## config.mk

```make
export PLATFORM = sky130hd
export DESIGN_NAME = key_search
export DESIGN_NICKNAME = d
export VERILOG_FILES = /design/src/rtl/arc4_pkg.sv /design/src/rtl/printable_chk.sv /design/src/rtl/key_search.sv
export SDC_FILE = /design/constraint.sdc
export NUM_CORES = 1
export LEC_CHECK = 0
export CAP_MARGIN = 15
export CORE_MARGIN = 8
export CORE_UTILIZATION = 30
export CTS_CLUSTER_SIZE = 40
export DETAILED_ROUTE_END_ITERATION = 12
export PLACE_DENSITY = 0.49
export SLEW_MARGIN = 20
export SYNTH_ARGS = -nofsm -noshare
export SYNTH_HDL_FRONTEND = slang
export SYNTH_HIERARCHICAL = 1
export SYNTH_SLANG_ARGS = --single-unit
```

## constraint.sdc

```tcl
create_clock -name clk -period 2.8 [get_ports clk]
set_clock_uncertainty 0.1 [all_clocks]
set_input_delay 0.42 -clock clk [delete_from_list [all_inputs] [get_ports clk]]
set_output_delay 0.42 -clock clk [all_outputs]
set_load 0.05 [all_outputs]
```

## src/rtl/arc4_pkg.sv

```systemverilog
// rtl/arc4_pkg.sv - shared types and constants for the arc4 key-search slice
// Printable-ASCII bounds, key type and the key_search state encoding.
package arc4_pkg;

  typedef logic [23:0] key_t;

  localparam logic [7:0] ASCII_MIN = 8'h20;
  localparam logic [7:0] ASCII_MAX = 8'h7E;

  typedef enum logic [3:0] {
    S_IDLE  = 4'd0,
    S_RST4  = 4'd1,
    S_START = 4'd2,
    S_WBUSY = 4'd3,
    S_WDONE = 4'd4,
    S_RLEN  = 4'd5,
    S_CHK   = 4'd6,
    S_NEXT  = 4'd7,
    S_FOUND = 4'd8,
    S_FAIL  = 4'd9
  } ks_state_t;

endpackage

```

## src/rtl/printable_chk.sv

```systemverilog
// rtl/printable_chk.sv - combinational printable-ASCII range check
// pass is high when ASCII_MIN <= data <= ASCII_MAX.
module printable_chk
  import arc4_pkg::*;
(
  input  logic [7:0] data,
  output logic       pass
);

  assign pass = (data >= ASCII_MIN) && (data <= ASCII_MAX);

endmodule

```

## src/rtl/key_search.sv

```systemverilog
// rtl/key_search.sv - brute-force key-search controller upstream of arc4
// Resets and runs arc4 once per trial key, then scans the plaintext for printable bytes.
module key_search
  import arc4_pkg::*;
#(
  parameter key_t KEY_START = 24'h000000,
  parameter key_t KEY_STEP  = 24'h000001,
  parameter key_t KEY_LAST  = 24'hFFFFFF
) (
  input  logic       clk,
  input  logic       rst_n,
  input  logic       en,
  input  logic       abort,
  output logic       rdy,
  output key_t       key,
  output logic       key_valid,
  output logic       arc4_rst_n,
  output logic       arc4_en,
  input  logic       arc4_rdy,
  output key_t       arc4_key,
  output logic       pt_sel,
  output logic [7:0] pt_addr,
  input  logic [7:0] pt_rddata
);

  ks_state_t   state;
  logic [7:0]  len;
  logic [7:0]  rd_idx;
  logic        rd_vld;
  logic        byte_ok;
  logic [24:0] next_key;
  logic        exhausted;

  printable_chk u_chk (
    .data (pt_rddata),
    .pass (byte_ok)
  );

  // 25-bit sum so a step past 24'hFFFFFF counts as exhausted instead of wrapping.
  assign next_key  = {1'b0, arc4_key} + {1'b0, KEY_STEP};
  assign exhausted = next_key > {1'b0, KEY_LAST};

  always_ff @(posedge clk or negedge rst_n) begin
    if (!rst_n) begin
      state      <= S_IDLE;
      rdy        <= 1'b1;
      key        <= '0;
      key_valid  <= 1'b0;
      arc4_rst_n <= 1'b0;
      arc4_en    <= 1'b0;
      arc4_key   <= KEY_START;
      pt_sel     <= 1'b0;
      pt_addr    <= '0;
      len        <= '0;
      rd_idx     <= '0;
      rd_vld     <= 1'b0;
    end else if (abort && state != S_IDLE) begin
      // Leave arc4 freshly reset so the next search starts from a clean engine.
      state      <= S_IDLE;
      rdy        <= 1'b1;
      key_valid  <= 1'b0;
      arc4_en    <= 1'b0;
      arc4_rst_n <= 1'b0;
      pt_sel     <= 1'b0;
      pt_addr    <= '0;
      rd_vld     <= 1'b0;
    end else begin
      case (state)
        S_IDLE: begin
          arc4_rst_n <= 1'b1;
          if (en && !abort) begin
            arc4_key   <= KEY_START;
            key_valid  <= 1'b0;
            rdy        <= 1'b0;
            arc4_rst_n <= 1'b0;
            state      <= S_RST4;
          end
        end
        S_RST4: begin
          arc4_rst_n <= 1'b1;
          state      <= S_START;
        end
        S_START: begin
          if (arc4_rdy) begin
            arc4_en <= 1'b1;
            state   <= S_WBUSY;
          end
        end
        S_WBUSY: begin
          arc4_en <= 1'b0;
          if (!arc4_rdy) state <= S_WDONE;
        end
        S_WDONE: begin
          if (arc4_rdy) begin
            pt_sel  <= 1'b1;
            pt_addr <= '0;
            rd_vld  <= 1'b0;
            state   <= S_RLEN;
          end
        end
        S_RLEN: begin
          // rd_vld marks the second cycle, when the length byte is on pt_rddata.
          if (!rd_vld) begin
            rd_vld <= 1'b1;
          end else begin
            len    <= pt_rddata;
            rd_vld <= 1'b0;
            if (pt_rddata == 8'd0) begin
              state <= S_FOUND;
            end else begin
              pt_addr <= 8'd1;
              state   <= S_CHK;
            end
          end
        end
        S_CHK: begin
          // Reads stay one address ahead of the byte being checked; stop issuing at len.
          if (pt_addr != len) pt_addr <= pt_addr + 8'd1;
          rd_idx <= pt_addr;
          rd_vld <= 1'b1;
          if (rd_vld) begin
            if (!byte_ok) state <= S_NEXT;
            else if (rd_idx == len) state <= S_FOUND;
          end
        end
        S_NEXT: begin
          pt_sel  <= 1'b0;
          pt_addr <= '0;
          rd_vld  <= 1'b0;
          if (exhausted) begin
            state <= S_FAIL;
          end else begin
            arc4_key   <= next_key[23:0];
            arc4_rst_n <= 1'b0;
            state      <= S_RST4;
          end
        end
        S_FOUND: begin
          key       <= arc4_key;
          key_valid <= 1'b1;
          rdy       <= 1'b1;
          pt_sel    <= 1'b0;
          pt_addr   <= '0;
          state     <= S_IDLE;
        end
        S_FAIL: begin
          key_valid <= 1'b0;
          rdy       <= 1'b1;
          state     <= S_IDLE;
        end
        default: state <= S_IDLE;
      endcase
    end
  end

endmodule

```

# Word-level counts from Yosys, hierarchy flattened
# Cells that the tools add are included.
[op_classes]
n_bitwise = 1
n_addsub = 2
n_reduce_logical = 29
n_eq_ne = 23
n_lt_le_gt_ge = 3
n_mux = 39
[op_table]
columns = ["cell", "count"]
rows = [
  ["$mux 24", 2],
  ["$pmux 24 s2", 1],
  ["$mux 4", 11],
  ["$mux 8", 5],
  ["$pmux 4 s8", 1],
  ["$pmux 8 s4", 1],
  ["$ne 3x3->1 const B", 9],
  ["$add 24x1->25 const B", 1],
  ["$gt 25x24->1 const B", 1],
  ["$eq 4x3->1 const B", 4],
  ["$reduce_and 2->1", 8],
  ["$mux 1", 12],
  ["$reduce_bool 4->1", 3],
  ["$reduce_bool 5->1", 2],
  ["$reduce_bool 3->1", 3],
  ["$add 8x1->8 const B", 1],
  ["$eq 4x2->1 const B", 2],
  ["$eq 4x4->1 const B", 2],
  ["$eq 8x8->1", 1],
  ["$ge 8x6->1 const B", 1],
  ["$le 8x7->1 const B", 1],
  ["$logic_not 8->1", 1],
  ["$ne 8x8->1", 1],
  ["$reduce_and 7->1", 1],
  ["other kinds (15)", 22],
]
[word_totals]
ff_bits = 82
output_inout_bits = 61

# Logic depth before layout (Yosys ltp)
# Gate-level depths: netlist of run 1.
[logic_depth]
depth_word = 6
ltp_mapped = 10
mapped_depth_nobuf = 9

# Modules after synthesis
# The synthesis of run 1 kept the hierarchy.
[by_module_without_submodules]
columns = ["module", "seq_area_each_um2", "n_inst", "area_per_inst_um2", "cells_each"]
rows = [
  ["key_search", 2053.2, 1, 4416.7, 459],
  ["printable_chk", 0.0, 1, 32.5, 3],
]

# Worst setup path after synthesis of run 1
# No wires, ideal clock.
[synth_path]
path_kind = "register to register"
start = "reg arc4_key[1]"
end = "reg arc4_key[2]"
t_arrival_ps = 2839
path_stages_with_launch = 9
period_less_slack_ps = 3063
setup_slack_ps = -263
cell_sequence = "dfrtp_1 ha_1 nand4_1 or2_2 or3b_2 a31oi_1 a41oi_2 and3_1 a211o_1"
[synth_between]
elab_chain_cells = 4
elab_cells_between_ends = 6
[synth_lines]
columns = ["item", "line", "rtl"]
rows = [
  ["from (decl)", "key_search.sv:20", "output key_t arc4_key,"],
  ["from (signal assigned)", "key_search.sv:133", "arc4_key <= next_key[23:0];"],
  ["$add 24x1->25 (*)", "key_search.sv:40", "assign next_key = {1'b0, arc4_key} + {1'b0, KEY_STEP};"],
  ["$gt 25x24->1", "key_search.sv:41", "assign exhausted = next_key > {1'b0, KEY_LAST};"],
  ["$ne 2x2->1 (no source line)", "n/a", ""],
  ["$reduce_and 4->1 (no source line)", "n/a", ""],
]
# Every way passes the cells marked *; elsewhere a longest branch is shown, timed or not. The select of a mux whose other input is x is not followed.
# A chain may end at the register's enable or synchronous reset.

# Worst setup path after layout of run 1
[layout_path]
start = "reg arc4_key[0]"
end = "reg arc4_key[2]"
# The elaborated chain is that of the path after synthesis.

==> results by group, run 1 <==
Die
  • Site Rows: 44
  • Num ports: 74
  • Die H: 138 um
  • Core Footprint: 0.0145 mm^2
  • Die area: 0.0190 mm^2
  • Die Wd: 138 um
  • Initial Util: 30.6%

Global routing
  • Initial antenna violation count: 0
  • Remaining Overflow, GRT: 0
  • Pin count of the biggest net entering global routing: 43
  • Gr usage total: 14.4%
  • Global-route wire length before repair: 21.3 mm
  • Vias in the first global route: 3,897

Synthesis
  • Predominant post-synthesis flop cell: dfrtp_1
  • Post-synthesis xor/xnor area fraction: 4.72%
  • Post-synthesis mux area share: 9.28%
  • Combinational family with the most area after synthesis: simple AND/OR/NAND/NOR gates
  • Async S/R FF share, synth: 100%
  • Gate Count Post-Synth: 462
  • Adder-Cell Fraction of Synth Area: 0.844%
  • Compound-cell area share of the yosys netlist: 14.8%
  • Post-synthesis sequential area ratio: 46.1%
  • Synth unique cells: 57
  • Yosys reg bits: 82
  • Number of synthesized flops with an enable pin: 0
  • Avg Inst Size Synth: 9.63 um^2
  • Synthesized cell area: 0.00445 mm^2
  • Synthesis Warnings: 6
  • Post-Syn Nets: 478
  • Post-Synth Simple-Gate Area: 21.1%

Timing
  • # setup viols final: 0
  • Max Clk Rate: 376 MHz
  • Period minus WS final: 2.66 ns
  • Tcrit/Tclk final: 95.1%
  • Slew Limit Fails: 0
  • Slew @ Worst Pin: 0.602 ns
  • Final hold vios: 0
  • Slew margin rel.: 59.5%
  • Fin Hold WS: 0.393 ns

Finish
  • Highest-count cells in the layout ignoring fill and taps: clkdlybuf4s50_1, nand2_1, dfrtp_1
  • # diodes: 0
  • Nets: 581
  • Fin cells: 754
  • Area growth from synthesis to layout: 35.0%
  • Fin area: 0.00600 mm^2
  • Fraction of layout cells with a size suffix above 1: 22.1%
  • Filler cells: 1,453
  • Fin util: 41.3%
  • Most common cell after layout, fill and taps aside: clkdlybuf4s50_1

Setup path
  • CP top delay family: simple AND/OR/NAND/NOR gates
  • Worst path required time: 2.93 ns
  • Arrival time worst endpoint: 2.79 ns
  • Setup crit end kind: flip-flop
  • Worst path cell trace: ha_4, nand4_1, or2_2, or3b_2, a31oi_1, a41oi_2, buf_4, and3_1, a211o_1
  • Max incr delay on CP: 0.44 ns
  • Worst Path Buf+Inv: 1
  • CP Class: reg2reg
  • CP Launch Type: flip-flop
  • Highest-delay cell along the critical path: dfrtp_2
  • Critical Path Fanout Max: 7

Placement
  • DP HPWL: 9.68 mm
  • # placed instances: 735
  • DP Area: 0.00568 mm^2
  • Port-buffer cells: 73
  • GPL Wtd Cong: 0.867

Detailed routing
  • DRC Markers: 0
  • Vias per cell: 5.29
  • Vias: 3,988
  • DR WL/cell: 17.6 um
  • Drt total wl: 13.3 mm
  • Post-DRT Antenna Nets: 0
  • Starting DRC count in detailed routing: 243
  • First-pass DRT Iterations: 4

Clock tree
  • Clock sinks: 82
  • Clock Latency Late Sink: 0.34 ns
  • CTS tree: built
  • # H-tree levels: 3
  • Root Buffer: clkbuf_16
  • Clock transition at path regs: 0.06 ns
  • CTS Buffer Depth: 2
  • Num CTS Buffers: 9

Hold path
  • Min-Delay Path Class: reg2reg

Outcome
  • Status: completed

Power
  • Worst vdd ir: 0.314 mV
  • Pwr dens: 626 mW/mm^2
  • Leakage power total: 2.61 nW

Flow run
  • Max Cap Violations: 0
==> per-stage QoR <==
stage	setup WS [ns]	setup TNS [ns]	total power, mW
floorplan	-0.00403	-0.00618	2.23
global placement	0.112	0	2.61
detailed placement	0.0698	0	2.63
CTS	0.0616	0	3.78
global route	-0.00345	-0.00345	3.98
finish	0.139	0	3.76
==> cells in the mapped netlist, drive strengths merged (5+ instances only) <==
cell      n  area, um^2
a21oi    12        60.1
a31oi    13        81.3
and3     10        62.6
and4      5        43.8
buf       7        38.8
clkbuf   19        72.6
dfrtp    81        2030
inv       7        26.3
mux2     34         383
nand2    70         263
nand2b    6        37.5
nand3    18        90.1
nand4    15         100
nor2     23        86.3
nor3     11        55.1
nor4      7        43.8
o21ai    26         130
o2bb2ai   5        43.8
o31ai     8        60.1
or4       5        37.5
xnor2    14         123
xor2     10        87.6
==> tightest hold or removal path, stage by stage (launching register included) <==
cell and delay (ns):
dfrtp_1 0.35, nand2_1 0.05, nand2_1 0.06
==> what timing repair did <==
action,4_1_cts,5_1_grt
endpoints found under the setup margin,0,10
resized for setup,0,3
setup buffers,0,2
endpoints found under the hold margin,20,0
hold buffers,1,0
==> logic make-up after synthesis <==
| family | count (synthesis) |
|---|---|
| DFF | 82 |
| muxes | 37 |
| xor gates and xnor gates | 24 |
| adders and majority gates | 3 |
| AOI/OAI and AO/OA | 96 |
| and+or+nand+nor | 187 |
| buffers and inverters | 33 |
==> report_power, final <==
| part | leakage, nW | switching (mW) | internal (mW) | total, mW |
|---|---|---|---|---|
| clock | 0.145 | 0.494 | 0.645 | 1.14 |
| sequential | 1.11 | 0.120 | 1.31 | 1.43 |
| combinational | 1.35 | 0.722 | 0.471 | 1.19 |
==> path summary, 6_finish.rpt <==
| path | slack [ns] | depth (start not counted) | endpoint | start |
|---|---|---|---|---|
| worst max-delay path | 0.14 | 9 | arc4_key[2] | arc4_key[0] |
| worst min-delay path | 0.39 | 2 | rd_idx[3] | rd_idx[3] |
| worst max register to register | 0.14 | 9 | arc4_key[2] | arc4_key[0] |
| worst min register to register | 0.39 | 2 | rd_idx[3] | rd_idx[3] |
| max in group asynchronous | 1.55 | 3 | arc4_key[7] | rst_n |
| min in group asynchronous | 0.43 | 2 | pt_addr[7] | rst_n |
==> flip-flops by register name (all words and copies together), names as in the netlist <==
signal      flops
arc4_key       24
key            24
len             8
pt_addr         8
rd_idx          8
state           4
arc4_en         1
arc4_rst_n      1
key_valid       1
pt_sel          1
rd_vld          1
rdy             1
==> layer usage <==
layer	up-vias	wire length [um]	global-route usage, %
met5	-	0	0
met1	1961	6450	20.3
met2	106	5820	21.1
met3	11	804	2.92
li1	1910	-	-
met4	0	186	5.43
==> final cells by class <==
| cell class | instances | area (um^2) | share of cell area (%) |
|---|---|---|---|
| repair buffers | 118 | 1100 | 18.3 |
| flip-flops and latches | 82 | 2070 | 34.5 |
| clock inverters | 5 | 28.8 | 0.479 |
| multi-input cells | 347 | 2300 | 38.3 |
| inverters | 7 | 26.3 | 0.438 |
| well taps | 184 | 230 | 3.83 |
| clock buffers | 11 | 253 | 4.21 |
Power figures use the tool's default switching activity.
==> inputs of run 2 (changes only) <==
SYNTH_HIERARCHICAL = default   (was 1)
==> run 2 against run 1 <==
  * Final cell count decreased by 2.1%
  * Wire length shrank 5.2%
  * Power fell by 7.7%
  * Sequential share of layout area up 1.1 points
  * Sequential power about the same
  * Area after synthesis shrank 1.9%
  * Design area decreased by 3.3%
  * Via count decreased by 4.3%
  * Combinational power is 22% lower
  * Worst hold slack got worse by 0.014 ns
  * Synthesized cell count fell by 1.1%
  * Non-clock buffer count fell by 15
  * Highest routed layer unchanged
==> results by group, run 2 <==
Detailed routing
  • First-pass DRT Iterations: 5
  • Starting DRC count in detailed routing: 234
  • Vias: 3,818
  • Post-DRT Antenna Nets: 0
  • Vias per cell: 5.17
  • DRC Markers: 0
  • DR WL/cell: 17.0 um
  • Drt total wl: 12.6 mm

Synthesis
  • Avg Inst Size Synth: 9.55 um^2
  • Gate Count Post-Synth: 457
  • Post-Syn Nets: 473
  • Synthesis Warnings: 0
  • Post-synthesis sequential area ratio: 47.1%
  • Synthesized cell area: 0.00436 mm^2
  • Yosys reg bits: 82
  • Number of synthesized flops with an enable pin: 0
  • Synth unique cells: 50
  • Async S/R FF share, synth: 100%
  • Post-synth top area share: 46.5%
  • Area leader, netlist: dfrtp_1
  • Predominant post-synthesis flop cell: dfrtp_1
  • Count leader, synth: dfrtp_1
  • Top post-synthesis cells by area: dfrtp_1, mux2_2, nand2_1
  • Synth cell count leaders: dfrtp_1, nand2_1, mux2_2

Timing
  • Slew Limit Fails: 0
  • # setup viols final: 0
  • Period minus WS final: 2.62 ns
  • TNS Setup: 0 ns
  • Max Clk Rate: 381 MHz
  • Final hold vios: 0
  • Slew margin rel.: 40.9%
  • Fin Hold WS: 0.379 ns
  • RSZ-0062 raised after global routing: no
  • Slew @ Worst Pin: 0.882 ns
  • Final WS setup: 0.176 ns
  • Tcrit/Tclk final: 93.7%

Global routing
  • Global-route wire length before repair: 20.9 mm
  • Initial antenna violation count: 0
  • Remaining Overflow, GRT: 0
  • Vias in the first global route: 3,777
  • Pin count of the biggest net entering global routing: 44
  • Gr usage total: 14.2%

Placement
  • # placed instances: 721
  • DP Worst Slack: -0.0166 ns
  • GPL Wtd Cong: 0.793
  • Port-buffer cells: 73
  • DP HPWL: 9.15 mm

Setup path
  • CP Launch Type: flip-flop
  • Arrival time worst endpoint: 2.73 ns
  • CP Class: reg2reg
  • Critical Path Fanout Max: 15
  • Worst path required time: 2.91 ns
  • Setup crit end kind: flip-flop

Finish
  • Fraction of layout cells with a size suffix above 1: 18.6%
  • Nets: 565
  • Most common cell after layout, fill and taps aside: clkdlybuf4s50_1
  • Fin cells: 738
  • Highest-count cells in the layout ignoring fill and taps: clkdlybuf4s50_1, dfrtp_1, nand2_1
  • Area growth from synthesis to layout: 33.0%
  • # diodes: 0
  • Registers with the most flip-flops: arc4_key: 24 flops, key: 24 flops

Die
  • Num ports: 74
  • Core Footprint: 0.0144 mm^2
  • Die Wd: 137 um
  • Initial Util: 30.4%
  • Die H: 137 um
  • Die area: 0.0187 mm^2
  • Site Rows: 44

Clock tree
  • CTS tree: built
  • CTS Buffer Depth: 2
  • Num CTS Buffers: 9
  • Post-CTS setup buffers: 0
  • Clock transition at path regs: 0.06 ns
  • Clock Latency Late Sink: 0.35 ns
  • # H-tree levels: 3
  • Clock sinks: 82
  • Root Buffer: clkbuf_16

Power
  • Pwr dens: 598 mW/mm^2
  • Leakage power total: 2.53 nW
  • Worst vdd ir: 0.258 mV

Flow run
  • Max Cap Violations: 0

Outcome
  • Status: completed

Hold path
  • Min-Delay Path Class: reg2reg
==> run 2: worst paths after layout <==
| check | from | end | slack (ns) | depth (start not counted) |
|---|---|---|---|---|
| max | arc4_key[2] | arc4_key[21] | 0.18 | 8 |
| min in group asynchronous | rst_n | key[10] | 0.50 | 2 |
| max in group asynchronous | rst_n | arc4_key[3] | 1.46 | 3 |
| min reg2reg | rdy | rdy | 0.38 | 2 |
| max reg2reg | arc4_key[2] | arc4_key[21] | 0.18 | 8 |
| min | rdy | rdy | 0.38 | 2 |
==> run 2: logic make-up after synthesis <==
family,count (synthesis),synth area share (%)
adders and majority gates,3,0.860
DFF,82,47.1
buffers and inverters,35,3.50
muxes,35,8.95
xor gates and xnor gates,26,5.22
and+or+nand+nor,175,19.9
AOI/OAI and AO/OA,101,14.5
==> run 2: final cells by class <==
type                       instances  area (um^2)
timing repair buffer             103          968
fill                            1384         8560
clock buffer                      11          243
tap                              184          230
clock inverter                     5         31.3
multi-input combinational        340         2220
sequential                        82         2070
inverter                          13         48.8
==> run 2: critical path, cell delays in order (launching register included) <==
cell,delay [ns]
dfrtp_2,0.50
nand4_1,0.14
or3_1,0.38
or3_4,0.37
a2111oi_4,0.38
a21oi_2,0.12
buf_4,0.21
a41oi_1,0.23
a31oi_1,0.05
==> run 2: routing by layer <==
layer  wire (um)  vias up  global-route usage (%)
li1            -     1846                       -
met1        5800     1836                    18.6
met2        5710      108                    21.6
met3         732       28                    3.27
met4         330        0                    6.47
met5           0        -                       0
==> run 2: power breakdown <==
part | switching, mW | total (mW) | internal, mW
combinational | 0.576 | 0.934 | 0.358
sequential | 0.147 | 1.43 | 1.29
clock | 0.480 | 1.10 | 0.622
total | 1.20 | 3.47 | 2.27
==> run 2: stage by stage <==
stage,utilization (%),total power [mW],cell area (um^2)
final,40.4,3.47,5800
after global routing,40.4,3.68,5800
after CTS,40.1,3.52,5760
after detailed placement,38.1,2.39,5470
after global placement,38.1,2.39,5470
after floorplan,-,2.05,4400
==> run 2: timing repair <==
action                                  in CTS  in global routing
resized for setup                            1                  6
hold endpoints to repair                    28                  0
hold buffers                                 1                  0
endpoints found under the setup margin      21                 24
==> inputs of run 3 (changes only) <==
CORE_MARGIN = 2   (was 8)
CTS_CLUSTER_DIAMETER = 100   (was default)
CTS_CLUSTER_SIZE = 12   (was 40)
==> run 3 against run 2 <==
  * Highest routed layer unchanged
  * Die area fell by 17%
  * Register-to-register slack about the same
  * Critical path type unchanged
  * Design area increased by 0.91%
==> results by group, run 3 (synthesis results as in run 2) <==
Global routing
  • Gr usage total: 15.9%
  • Pin count of the biggest net entering global routing: 44
  • Initial antenna violation count: 0
  • Vias in the first global route: 3,734
  • Global-route wire length before repair: 19.8 mm
  • Remaining Overflow, GRT: 0

Clock tree
  • Root Buffer: clkbuf_16
  • Post-CTS setup buffers: 0
  • Num CTS Buffers: 9
  • Clock Latency Late Sink: 0.35 ns
  • CTS tree: built
  • CTS Buffer Depth: 2
  • Clock sinks: 82
  • # H-tree levels: 3
  • Clock transition at path regs: 0.07 ns

Power
  • Total power: 3.56 mW
  • Net Sw Power: 1.20 mW
  • Pwr dens: 608 mW/mm^2
  • Logic pwr share: 25.8%
  • Cell internal pwr: 2.36 mW
  • Worst vdd ir: 0.309 mV
  • Sw Share: 33.6%
  • Leakage power total: 2.55 nW
  • Sequential share of power: 40.6%
  • Clock power share: 33.6%

Timing
  • Slew @ Worst Pin: 0.546 ns
  • Period minus WS final: 2.63 ns
  • Max Clk Rate: 380 MHz
  • TNS Setup: 0 ns
  • Slew margin rel.: 63.5%
  • Final WS setup: 0.170 ns
  • Final hold vios: 0
  • Fin Hold WS: 0.377 ns
  • Tcrit/Tclk final: 93.9%
  • # setup viols final: 0
  • RSZ-0062 raised after global routing: no
  • Slew Limit Fails: 0

Hold path
  • Min-Delay Path Class: reg2reg

Finish
  • Registers with the most flip-flops: arc4_key: 24 flops, key: 24 flops
  • # diodes: 0
  • Fin area: 0.00586 mm^2
  • Fraction of layout cells with a size suffix above 1: 19.2%
  • Fin util: 40.8%
  • Area growth from synthesis to layout: 34.2%
  • Filler cells: 1,392
  • Most common cell after layout, fill and taps aside: clkdlybuf4s50_1
  • Highest-count cells in the layout ignoring fill and taps: clkdlybuf4s50_1, dfrtp_1, nand2_1
  • Nets: 569
  • Fin cells: 742

Setup path
  • Max incr delay on CP: 0.50 ns
  • Critical Path Fanout Max: 23
  • Arrival time worst endpoint: 2.79 ns
  • Highest-delay cell along the critical path: dfrtp_1
  • Setup crit end kind: flip-flop
  • CP Class: reg2reg
  • Worst Path Buf+Inv: 0
  • CP Launch Type: flip-flop
  • CP top delay family: simple AND/OR/NAND/NOR gates
  • Worst path cell trace: and4_1, nand4_1, or3_4, a2111oi_4, a21oi_2, nand2b_4, a31oi_1
  • Worst path required time: 2.96 ns

Placement
  • GPL Wtd Cong: 0.823
  • DP Area: 0.00552 mm^2
  • DP HPWL: 8.74 mm
  • DP Worst Slack: 0.0150 ns
  • Port-buffer cells: 73
  • # placed instances: 725

Detailed routing
  • Starting DRC count in detailed routing: 233
  • Post-DRT Antenna Nets: 0
  • First-pass DRT Iterations: 5
  • Drt total wl: 12.2 mm
  • Vias per cell: 5.19
  • Vias: 3,850
  • DR WL/cell: 16.4 um
  • DRC Markers: 0

Die
  • Initial Util: 30.4%
  • Num ports: 74
  • Core Footprint: 0.0144 mm^2
  • Die H: 125 um
  • Site Rows: 44
  • Die Wd: 125 um
  • Die area: 0.0155 mm^2

Flow run
  • Max Cap Violations: 0

Outcome
  • Status: completed
==> run 3: tightest hold or removal path: stages (launching register included) <==
cell and delay [ns]:
dfstp_2 0.38, inv_1 0.05, a21oi_1 0.05
==> run 3: cell type report <==
class	instances	area [um^2]	share of cell area, %
flip-flops and latches	82	2070	35.3
clock buffers	12	246	4.21
clock inverters	4	51.3	0.876
well taps	184	230	3.93
multi-input cells	340	2200	37.6
repair buffers	107	1010	17.3
inverters	13	48.8	0.833
==> run 3: metal layers <==
metal | share of wire, % | track usage, % | vias to the layer above
met2 | 48 | 26.1 | 103
met5 | 0 | 0 | -
met3 | 4.5 | 4.42 | 17
li1 | - | - | 1853
met1 | 46 | 20.7 | 1877
met4 | 1.5 | 4.56 | 0
==> run 3: repair_timing <==
| action | 4_1_cts | 5_1_grt |
|---|---|---|
| gates resized for setup | 0 | 7 |
| endpoints found under the hold margin | 20 | 0 |
| hold buffers | 1 | 0 |
| setup endpoints to repair | 0 | 26 |
==> run 3: worst paths after layout <==
check	start	to	slack, ns	depth (start not counted)
min in group asynchronous	rst_n	key[8]	0.41	2
max reg2reg	arc4_key[12]	arc4_key[9]	0.17	7
min reg2reg	rdy	rdy	0.38	2
min	rdy	rdy	0.38	2
max	arc4_key[12]	arc4_key[9]	0.17	7
max in group asynchronous	rst_n	rdy	1.58	3
==> run 3: power by group through the flow <==
stage,registers [mW],logic (mW),clock network [mW]
floorplan,1.52,0.533,0
global placement,1.47,0.916,0
detailed placement,1.47,0.919,0
CTS,1.45,0.924,1.23
global route,1.47,1.01,1.29
finish,1.45,0.918,1.19
